File: src/rtl/y_cmp_pkg.sv
// Shared constants and state encoding for the y-bus MISR compactor.
package y_cmp_pkg;

    localparam int               SIG_W = 32;
    localparam logic [SIG_W-1:0] POLY  = 32'h04C11DB7;
    localparam logic [SIG_W-1:0] SEED  = 32'hFFFFFFFF;

    typedef enum logic [1:0] {IDLE, RUN, DONE} cmp_state_t;

endpackage

File: src/rtl/y_fold.sv
// Folds a wide bus into SIG_W bits by XOR-ing its zero-extended SIG_W-bit slices.
module y_fold #(
    parameter int Y_W   = 245,
    parameter int SIG_W = 32
) (
    input  logic [Y_W-1:0]   y_i,
    output logic [SIG_W-1:0] fold_o
);

    localparam int N_SL = (Y_W + SIG_W - 1) / SIG_W;

    logic [N_SL*SIG_W-1:0] y_ext;

    // NOTE: every signal written here gets a default first, so no path leaves it unassigned (no latch).
    always_comb begin
        y_ext          = '0;
        y_ext[Y_W-1:0] = y_i;
        fold_o         = '0;
        for (int s = 0; s < N_SL; s++) begin
            fold_o = fold_o ^ y_ext[s*SIG_W +: SIG_W];
        end
    end

endmodule

File: src/rtl/y_misr_compactor.sv
// Compacts the y result bus into a MISR signature over a programmed number of
// cycles, then offers it on a valid/ready handshake.
module y_misr_compactor
    import y_cmp_pkg::*;
#(
    parameter int Y_W   = 245,
    parameter int SIG_W = y_cmp_pkg::SIG_W,
    parameter int CNT_W = 16
) (
    input  logic             clk,
    input  logic             rst,
    input  logic [Y_W-1:0]   y,
    input  logic             start,
    input  logic [CNT_W-1:0] num_cycles,
    output logic             busy,
    output logic             sig_valid,
    input  logic             sig_ready,
    output logic [SIG_W-1:0] sig,
    output logic [CNT_W-1:0] cycles_done
);

    cmp_state_t       state_q,     state_d;
    logic [CNT_W-1:0] remaining_q, remaining_d;
    logic [CNT_W-1:0] cycles_q,    cycles_d;
    logic [SIG_W-1:0] sig_q,       sig_d;
    logic [SIG_W-1:0] fold_y;
    logic [SIG_W-1:0] misr_next;

    y_fold #(
        .Y_W   (Y_W),
        .SIG_W (SIG_W)
    ) u_fold (
        .y_i    (y),
        .fold_o (fold_y)
    );

    // Galois-style shift with feedback from the MSB, then inject the folded sample.
    assign misr_next = {sig_q[SIG_W-2:0], 1'b0} ^ (sig_q[SIG_W-1] ? POLY : '0) ^ fold_y;

    always_comb begin
        state_d     = state_q;
        remaining_d = remaining_q;
        cycles_d    = cycles_q;
        sig_d       = sig_q;
        unique case (state_q)
            IDLE: begin
                if (start) begin
                    remaining_d = num_cycles;
                    cycles_d    = '0;
                    sig_d       = SEED;
                    state_d     = (num_cycles == '0) ? DONE : RUN;
                end
            end
            RUN: begin
                sig_d       = misr_next;
                cycles_d    = cycles_q + CNT_W'(1);
                remaining_d = remaining_q - CNT_W'(1);
                if (remaining_q == CNT_W'(1)) begin
                    state_d = DONE;
                end
            end
            DONE: begin
                if (sig_ready) begin
                    state_d = IDLE;
                end
            end
            default: state_d = IDLE;
        endcase
    end

    // NOTE: sequential state uses non-blocking assignments so every register samples pre-edge values.
    always_ff @(posedge clk) begin
        if (rst) begin
            state_q     <= IDLE;
            remaining_q <= '0;
            cycles_q    <= '0;
            sig_q       <= SEED;
        end else begin
            state_q     <= state_d;
            remaining_q <= remaining_d;
            cycles_q    <= cycles_d;
            sig_q       <= sig_d;
        end
    end

    assign busy        = (state_q != IDLE);
    assign sig_valid   = (state_q == DONE);
    assign sig         = sig_q;
    assign cycles_done = cycles_q;

endmodule

File: config.mk
export PLATFORM = sky130hd
export DESIGN_NAME = y_misr_compactor
export DESIGN_NICKNAME = d
export VERILOG_FILES = /design/src/rtl/y_cmp_pkg.sv /design/src/rtl/y_fold.sv /design/src/rtl/y_misr_compactor.sv
export SDC_FILE = /design/constraint.sdc
export NUM_CORES = 1
export LEC_CHECK = 0
export CAP_MARGIN = 30
export CORE_AREA = 2 2 121 123
export DETAILED_ROUTE_END_ITERATION = 6
export DIE_AREA = 0 0 123 125
export GPL_ROUTABILITY_DRIVEN = 0
export GPL_TIMING_DRIVEN = 0
export PLACE_DENSITY_LB_ADDON = 0.25
export SYNTH_ARGS = -nofsm -noshare
export SYNTH_HDL_FRONTEND = slang
export SYNTH_HIERARCHICAL = 1
export SYNTH_SLANG_ARGS = --single-unit
File: constraint.sdc
create_clock -name clk -period 4.5 [get_ports clk]
set_input_delay 0.9 -clock clk [delete_from_list [all_inputs] [get_ports clk]]
set_output_delay 0.9 -clock clk [all_outputs]
set_load 0.01 [all_outputs]
; Word-level counts from Yosys, hierarchy flattened
; Index checks and enable logic that the tools add are counted.
[classes]
bitwise_logic = 9
muxes = 12
reduce_logical = 6
add_sub_neg = 2
eq_ne = 6
[op_table]
columns = operator, n
row1 = bitwise XOR 32 bit, 7
row2 = case mux 16 bit (2 select lines), 2
row3 = case mux 32 bit (2 select lines), 1
row4 = 2-to-1 mux 16 bit, 2
row5 = 2-to-1 mux 32 bit, 1
row6 = bitwise XOR 32 x 21 -> 32 bit, 1
row7 = bitwise XOR 32 x 27 -> 32 bit, 1
row8 = 2-to-1 mux 27 bit, 1
row9 = "adder 16 x 1 -> 16 bit, second input constant", 1
row10 = "== test 16 x 1 -> 1 bit, second input constant", 1
row11 = zero test 16 bit, 1
row12 = "subtractor 16 x 1 -> 16 bit, second input constant", 1
row13 = 2-to-1 mux 2 bit, 4
row14 = case mux 2 bit (3 select lines), 1
row15 = "!= test 2 bit, second input constant", 2
row16 = nonzero test 2 bit, 2
row17 = AND reduction 3 bit, 1
row18 = "== test 2 x 1 -> 1 bit, second input constant", 1
row19 = "== test 2 bit, second input constant", 1
row20 = zero test 2 bit, 1
row21 = "!= test 2 x 1 -> 1 bit, second input constant", 1
row22 = AND reduction 2 bit, 1
[word_totals]
out_inout_bits = 50
register_bits = 66

; Longest topological paths before layout
; Gate-level depths: netlist of the first run.
[depth]
ltp_word = 9
mapped_depth = 7
depth_no_buf = 7

; By module
; Netlist of the first run, hierarchy kept.
[modules_own_cells]
columns = mod, area_each_um2, seq_area_each_um2, n_inst, cells_each
row1 = y_misr_compactor, 3595.9, 1321.3, 1, 420
row2 = y_fold, 1865.5, 0.0, 1, 213

; Least setup slack after synthesis of the first run
; Ideal clock, no wire load.
[synth_path]
path_kind = input to register
startpoint = input port rst
endpoint = register cycles_q[9], in the netlist cycles_done[9]
arrival_ns = 1.952
n_path_buf = 1
t_required_ns = 4.438
path_slack_ns = 2.486
cell_stages = 4
cell_sequence = or3b_1 > clkbuf_1 > or4_1 > nand3_1
[synth_lines]
columns = element, line
row1 = start: declaration, y_misr_compactor.sv:11  ; input logic rst,
row2 = end signal: assignment, y_misr_compactor.sv:81  ; cycles_q <= cycles_d;
row3 = end: declaration, y_misr_compactor.sv:24  ; logic [CNT_W-1:0] cycles_q, cycles_d;

; Worst setup path in the final report of the first run
[layout_path]
startpoint = register state_q[1]
endpoint = output port sig_valid
[layout_between]
elab_chain_len = 1
[layout_lines]
columns = element, line
row1 = start: declaration, y_misr_compactor.sv:22  ; cmp_state_t state_q, state_d;
row2 = start signal: assignment, y_misr_compactor.sv:79  ; state_q <= state_d;
row3 = == test 2 bit, y_misr_compactor.sv:87  ; assign sig_valid = (state_q == DONE);
row4 = end: declaration, y_misr_compactor.sv:16  ; output logic sig_valid,
; Every way passes these cells.

==> impl_metrics.yaml, run 1 <==
clocking:
  post_cts_buffers: 0
  cts_root_buffer: "clkbuf_16"
  cts_max_level: 3
  path_clk_slew_ns: 0.06
  clock_latency_ns: 0.33
  ctsHoldBuffers: 0
  cts_sinks: 66
  cts_buffer_depth: 2
  cts_buffers: 9
  cts_tree: "yes"
  cts-resized-gates: 0
layout:
  syn_to_final_growth_pct: 67.9
  drive_above_1_share_pct: 3.63
  nets: 1227
floorplanning:
  die_h_um: 125
  num_io_pins: 315
  die_w_um: 123
  core_area_um2: 14200
  start_util_pct: 38.5
  dieArea_um2: 15400
  num_rows: 44
global_route:
  antenna_found_initial: 1
  grt_start_max_net_pins: 13
  grt_pass1_vias: 5595
  grt_pass1_wl_um: 28200
  overflow: 0
  grtUsageTotal_pct: 23.5
logic_synthesis:
  synth.yosys.warnings: 6
  synth_fp_nets: 901
  synthFlopType: "dfxtp_1"
  ys_ff_latch: 66
  synthArstFlopShare_pct: 0
  synth_largest_area_cell: "xnor2_1"
  ys_types: 54
  synth_area_per_cell_um2: 8.63
  synth-edff-count: 0
  synth_compound_area_share_pct: 14.5
  synthSimpleGateAreaFrac_pct: 15.0
  synth_top_family_by_area: "XOR/XNOR gates"
  yosys.area_share.adder_pct: 0.687
  synth_top_area_share_pct: 31.8
  synthCells: 633
  synth_area_um2: 5460
  synth_mux_area_share_pct: 0.183
  synth-xor-area-share_pct: 41.9
  synth-seq-area-share_pct: 24.2
  synth_area_leaders: "xnor2_1 32%, dfxtp_1 24%, xor2_1 10%"
timing:
  setup_viol: 0
  grt_setup_unrepaired: "no"
  hold_viol_final: 0
  finClkSkew_ns: 0.00868
  finalCritPeriodShare_pct: 61.5
  tightest_slew_ns: 0.935
  slew_viol_final: 0
  relSlewSlack_pct: 37.5
  holdWs_ns: 0.513
  fin_setup_tns_ns: 0
  max_clock_freq_mhz: 361
  fin_crit_ns: 2.77
worst_hold_path:
  hold_end: "cycles_done[15]"
  whs_path_depth: 1
  min_path_type: "reg2reg"
  hp-start: "cycles_done[15]"
setup_path:
  critPathBufInv: 3
  start_kind: "flip-flop"
  slowest_stage: "clkdlybuf4s50_1"
  critPathLaunch: "state_q[1]"
  reg2reg_from: "remaining_q[0]"
  cp.required_ns: 3.60
  crit_path_end_kind: "output pin"
  cp_max_fo: 10
  worstPathArrival_ns: 1.87
  worst_r2r_path_depth: 6
  path_class: "reg2out"
  slowest_delay_ns: 0.55
  crit_family: "buffers and inverters"
  crit_path_cell_trace: "clkbuf_1 -> buf_6 -> nor2b_1 -> clkdlybuf4s50_1"
  rr_endpoint: "remaining_q[10]"
  reg2reg_slack_ns: 2.47
pwr:
  power_mw: 2.88
  pwr-share-comb_pct: 47.3
  p_sw_share_pct: 33.1
  power.share.clock_pct: 26.9
  seqPwrFrac_pct: 25.8
  ir_drop_mv: 0.164
  p_leak_nw: 3.13
  p_switching_uw: 954
  p_per_area_nw_per_um2: 314
  p_int_mw: 1.92
drt:
  finalWirelength_um: 18300
  drtAntennaViolNets: 0
  drt_iter0_drc: 385
  routedWlPerCell_um: 16.0
  vias: 5728
  drt-vias-per-instance: 4.99
  firstDrtPassIters: 5
  route.detailed.drc: 0
status:
  status: "finished clean"
placed_design:
  dp_hpwl_um: 15200
  port_buffers: 314
flow_run:
  drv_cap: 0
==> cell families after synthesis <==
| kind of cell | count (synthesis) |
|---|---|
| AOI/OAI and AO/OA | 117 |
| xor gates and xnor gates | 261 |
| adders and majority gates | 3 |
| buffers and inverters | 41 |
| DFF | 66 |
| muxes | 1 |
| and+or+nand+nor | 144 |
==> power by group through the flow <==
| stage | sequential, mW | clock, mW | combinational [mW] |
|---|---|---|---|
| after floorplan | 0.759 | 0 | 0.824 |
| after global placement | 0.751 | 0 | 1.35 |
| after detailed placement | 0.752 | 0 | 1.36 |
| after CTS | 0.742 | 0.781 | 1.37 |
| after global routing | 0.755 | 0.808 | 1.49 |
| final | 0.744 | 0.773 | 1.36 |
==> flip-flops by register name, summed over array words and instances, names as in the netlist <==
signal and cells:
cycles_done 16, remaining_q 16, sig 32, state_q 2
==> per-layer routing <==
metal | vias to the layer above | wire length (um) | global-route usage [%] | part of all wire, %
li1 | 2847 | - | - | -
met1 | 2586 | 6480 | 25.5 | 35
met2 | 256 | 9890 | 43.6 | 54
met3 | 39 | 1630 | 7.76 | 8.9
met4 | 0 | 321 | 5.35 | 1.8
met5 | - | 0 | 0 | 0
==> cells in the mapped netlist, types with 10 or more instances <==
cell / instances
o21ai_0: 11
o22ai_1: 36
nand2b_1: 38
clkbuf_1: 19
xnor2_1: 198
nand2_1: 16
dfxtp_1: 66
a21oi_1: 20
nor3_1: 10
nor2_1: 27
nor4_1: 11
xor2_1: 63
==> layout make-up <==
cell class / instances / area, um^2
repair buffers: 315 / 3150
multi-input cells: 526 / 3940
clock inverters: 6 / 88.8
fillers: 1282 / 5030
flip-flops and latches: 66 / 1320
well taps: 184 / 230
clock buffers: 10 / 239
diodes: 1 / 2.50
inverters: 8 / 30.0
plain buffers: 33 / 166
==> through the flow <==
stage / cell area, um^2 / cells / util, % / worst slack (ns)
after floorplan: 5460 / 633 / - / 2.49
after global placement: 8830 / 1131 / 62.2 / 1.68
after detailed placement: 8840 / 1132 / 62.2 / 1.65
after CTS: 9170 / 1148 / 64.5 / 1.74
after global routing: 9170 / 1148 / 64.5 / 1.66
final: 9170 / 1149 / 64.6 / 1.73
==> worst max-delay path by stage <==
stage	depth (start not counted)	to	slack (ns)
floorplan	4	cycles_done[9]	2.49
global placement	6	remaining_q[10]	1.68
detailed placement	6	remaining_q[10]	1.65
CTS	4	sig_valid	1.74
global route	4	sig_valid	1.66
finish	4	sig_valid	1.73
==> cells in the final DEF (no fill, tap or decap), types with 4 or more instances in the layout <==
| master | netlist | layout |
|---|---|---|
| a211oi_1 | 7 | 7 |
| a21oi_1 | 20 | 20 |
| a311oi_1 | 5 | 5 |
| a41oi_1 | 5 | 5 |
| buf_2 | 8 | 9 |
| clkbuf_1 | 19 | 19 |
| clkbuf_16 | 0 | 9 |
| clkdlybuf4s50_1 | 0 | 314 |
| dfxtp_1 | 66 | 66 |
| inv_1 | 8 | 8 |
| nand2_1 | 16 | 16 |
| nand2b_1 | 38 | 38 |
| nand3_1 | 8 | 8 |
| nand3b_1 | 4 | 4 |
| nand4_1 | 7 | 7 |
| nor2_1 | 27 | 27 |
| nor3_1 | 10 | 10 |
| nor4_1 | 11 | 11 |
| o211ai_1 | 4 | 4 |
| o21ai_0 | 11 | 11 |
| o22ai_1 | 36 | 36 |
| xnor2_1 | 198 | 198 |
| xor2_1 | 63 | 63 |
Note: power is estimated with default switching activity, not from simulation.
==> run 2, diff against run 1 <==
CORE_AREA = not set   (was 2 2 121 123)
CORE_ASPECT_RATIO = 2   (was not set)
CORE_MARGIN = 2   (was not set)
CORE_UTILIZATION = 39   (was not set)
DIE_AREA = not set   (was 0 0 123 125)
clock period = 2.68 ns   (was 4.5 ns; I/O delays follow)
==> run 2 against run 1 <==
  * Sequential power grew 69%
  * Setup slack got worse by 1.5 ns
  * Critical path depth did not move
  * Non-clock buffer count unchanged
  * Combinational power rose by 68%
  * Hold slack worse by 0.012 ns
  * Clock power up 50%
  * Critical path type unchanged
==> impl_metrics.yaml, run 2 (synthesis gave the netlist of run 1 again) <==
pwr:
  power.share.clock_pct: 24.6
  ir_drop_mv: 0.263
  p_leak_nw: 3.11
  power_mw: 4.70
  pwr-share-comb_pct: 48.6
  p_sw_share_pct: 34.0
  p_int_mw: 3.11
  p_per_area_nw_per_um2: 514
  p_switching_mw: 1.60
  seqPwrFrac_pct: 26.8
clocking:
  cts_max_level: 3
  post_cts_buffers: 0
  cts_tree: "yes"
  cts_buffers: 9
  cts_sinks: 66
  cts_root_buffer: "clkbuf_16"
  clock_latency_ns: 0.33
  cts_buffer_depth: 2
  ctsHoldBuffers: 0
  cts-resized-gates: 0
  path_clk_slew_ns: 0.06
global_route:
  grt.met1_usage_pct: 24.1
  grt_pass1_wl_um: 28300
  met2_usage_pct: 47.2
  gr-max-usage-layer: "met2"
  antenna_found_initial: 0
  grt_start_max_net_pins: 13
  grtUsageTotal_pct: 24.5
  globalRouteMet3Util_pct: 4.85
  overflow: 0
  grt_pass1_vias: 5707
layout:
  largest_register_ffs: 32
  drive_above_1_share_pct: 3.63
  final_cell_mix: "314 x clkdlybuf4s50_1, 198 x xnor2_1, 66 x dfxtp_1"
  nets: 1227
  postLayoutCoreUtil_pct: 66.2
  syn_to_final_growth_pct: 67.4
  antennaDiodeCount: 0
  final_common_cell: "clkdlybuf4s50_1"
  design_area_um2: 9140
setup_path:
  reg2reg_slack_ns: 0.64
  reg2reg_from: "state_q[1]"
  worstPathArrival_ns: 1.90
  worst_r2r_path_depth: 7
  cp_max_fo: 10
  path_class: "reg2out"
  crit_path_end_kind: "output pin"
  rr_endpoint: "cycles_done[14]"
  cp.required_ns: 2.14
  start_kind: "flip-flop"
floorplanning:
  num_rows: 61
  dieArea_um2: 15000
  die_h_um: 171
  start_util_pct: 39.5
  core_area_um2: 13800
  num_io_pins: 315
  die_w_um: 87.7
placed_design:
  dp_hpwl_um: 15800
  place_area_um2: 8850
  port_buffers: 314
timing:
  fin_crit_ns: 2.44
  finClkSkew_ns: 0.00864
  slew_viol_final: 0
  holdWs_ns: 0.500
  fin_setup_tns_ns: 0
  tightest_slew_ns: 0.849
  finalCritPeriodShare_pct: 90.9
  setup_viol: 0
  hold_viol_final: 0
  relSlewSlack_pct: 42.9
  grt_setup_unrepaired: "no"
  max_clock_freq_mhz: 411
worst_hold_path:
  hp-start: "remaining_q[5]"
  min_path_type: "reg2reg"
  whs_path_depth: 2
  hold_end: "remaining_q[5]"
flow_run:
  drv_cap: 0
drt:
  routedWlPerCell_um: 16.3
  finalWirelength_um: 18700
  drtAntennaViolNets: 0
  drt-vias-per-instance: 4.93
  firstDrtPassIters: 4
  drt_iter0_drc: 173
  route.detailed.drc: 0
  vias: 5682
status:
  status: "finished clean"
[run 2: changes by cell type in the layout (fill, tap and decap cells not counted), sizes merged]
cell / previous run / this run
clkinvlp: 2 / 4
clkbuf: 30 / 29
bufinv: 2 / 1
diode: 1 / 0
clkinv: 1 / 2
inv: 9 / 8
[run 2: power groups by stage]
stage / sequential (mW) / clock, mW / combinational, mW
2_1_floorplan: 1.28 / 0 / 1.38
3_3_place_gp: 1.27 / 0 / 2.27
3_5_place_dp: 1.27 / 0 / 2.29
4_1_cts: 1.26 / 1.19 / 2.30
5_1_grt: 1.28 / 1.22 / 2.49
6_report: 1.26 / 1.16 / 2.29
[run 2: metrics by stage]
stage / worst slack [ns] / cells
final: 0.244 / 1153
after global routing: 0.149 / 1153
after CTS: 0.251 / 1153
after detailed placement: 0.166 / 1137
after global placement: 0.169 / 1136
after floorplan: 0.988 / 633
[run 2: worst max path at each step]
stage / startpoint / end / slack [ns] / cells past startpoint
after floorplan: cycles_done[0] / cycles_done[14] / 0.99 / 6
after global placement: start / remaining_q[10] / 0.17 / 6
after detailed placement: start / remaining_q[10] / 0.17 / 6
after CTS: state_q[1] / sig_valid / 0.25 / 4
after global routing: state_q[1] / sig_valid / 0.15 / 4
final: state_q[1] / sig_valid / 0.24 / 4
[run 2: area by class of cell]
class / count / area [um^2]
buffer: 33 / 166
clock buffer: 9 / 225
clock inverter: 7 / 70.1
fill: 1188 / 4670
inverter: 8 / 30.0
multi-input combinational: 526 / 3940
sequential: 66 / 1320
tap: 189 / 236
timing repair buffer: 315 / 3150
[run 2: layer usage]
metal,up-vias,share of wire (%)
met4,0,3.5
met5,-,0
met2,228,58
li1,2837,-
met3,39,5.5
met1,2578,33
[run 2: worst max-delay path, stage by stage, from the launching register on]
cell,delay [ns]
dfxtp_1,0.31
clkbuf_1,0.33
buf_6,0.20
nor2b_1,0.18
clkdlybuf4s50_1,0.55
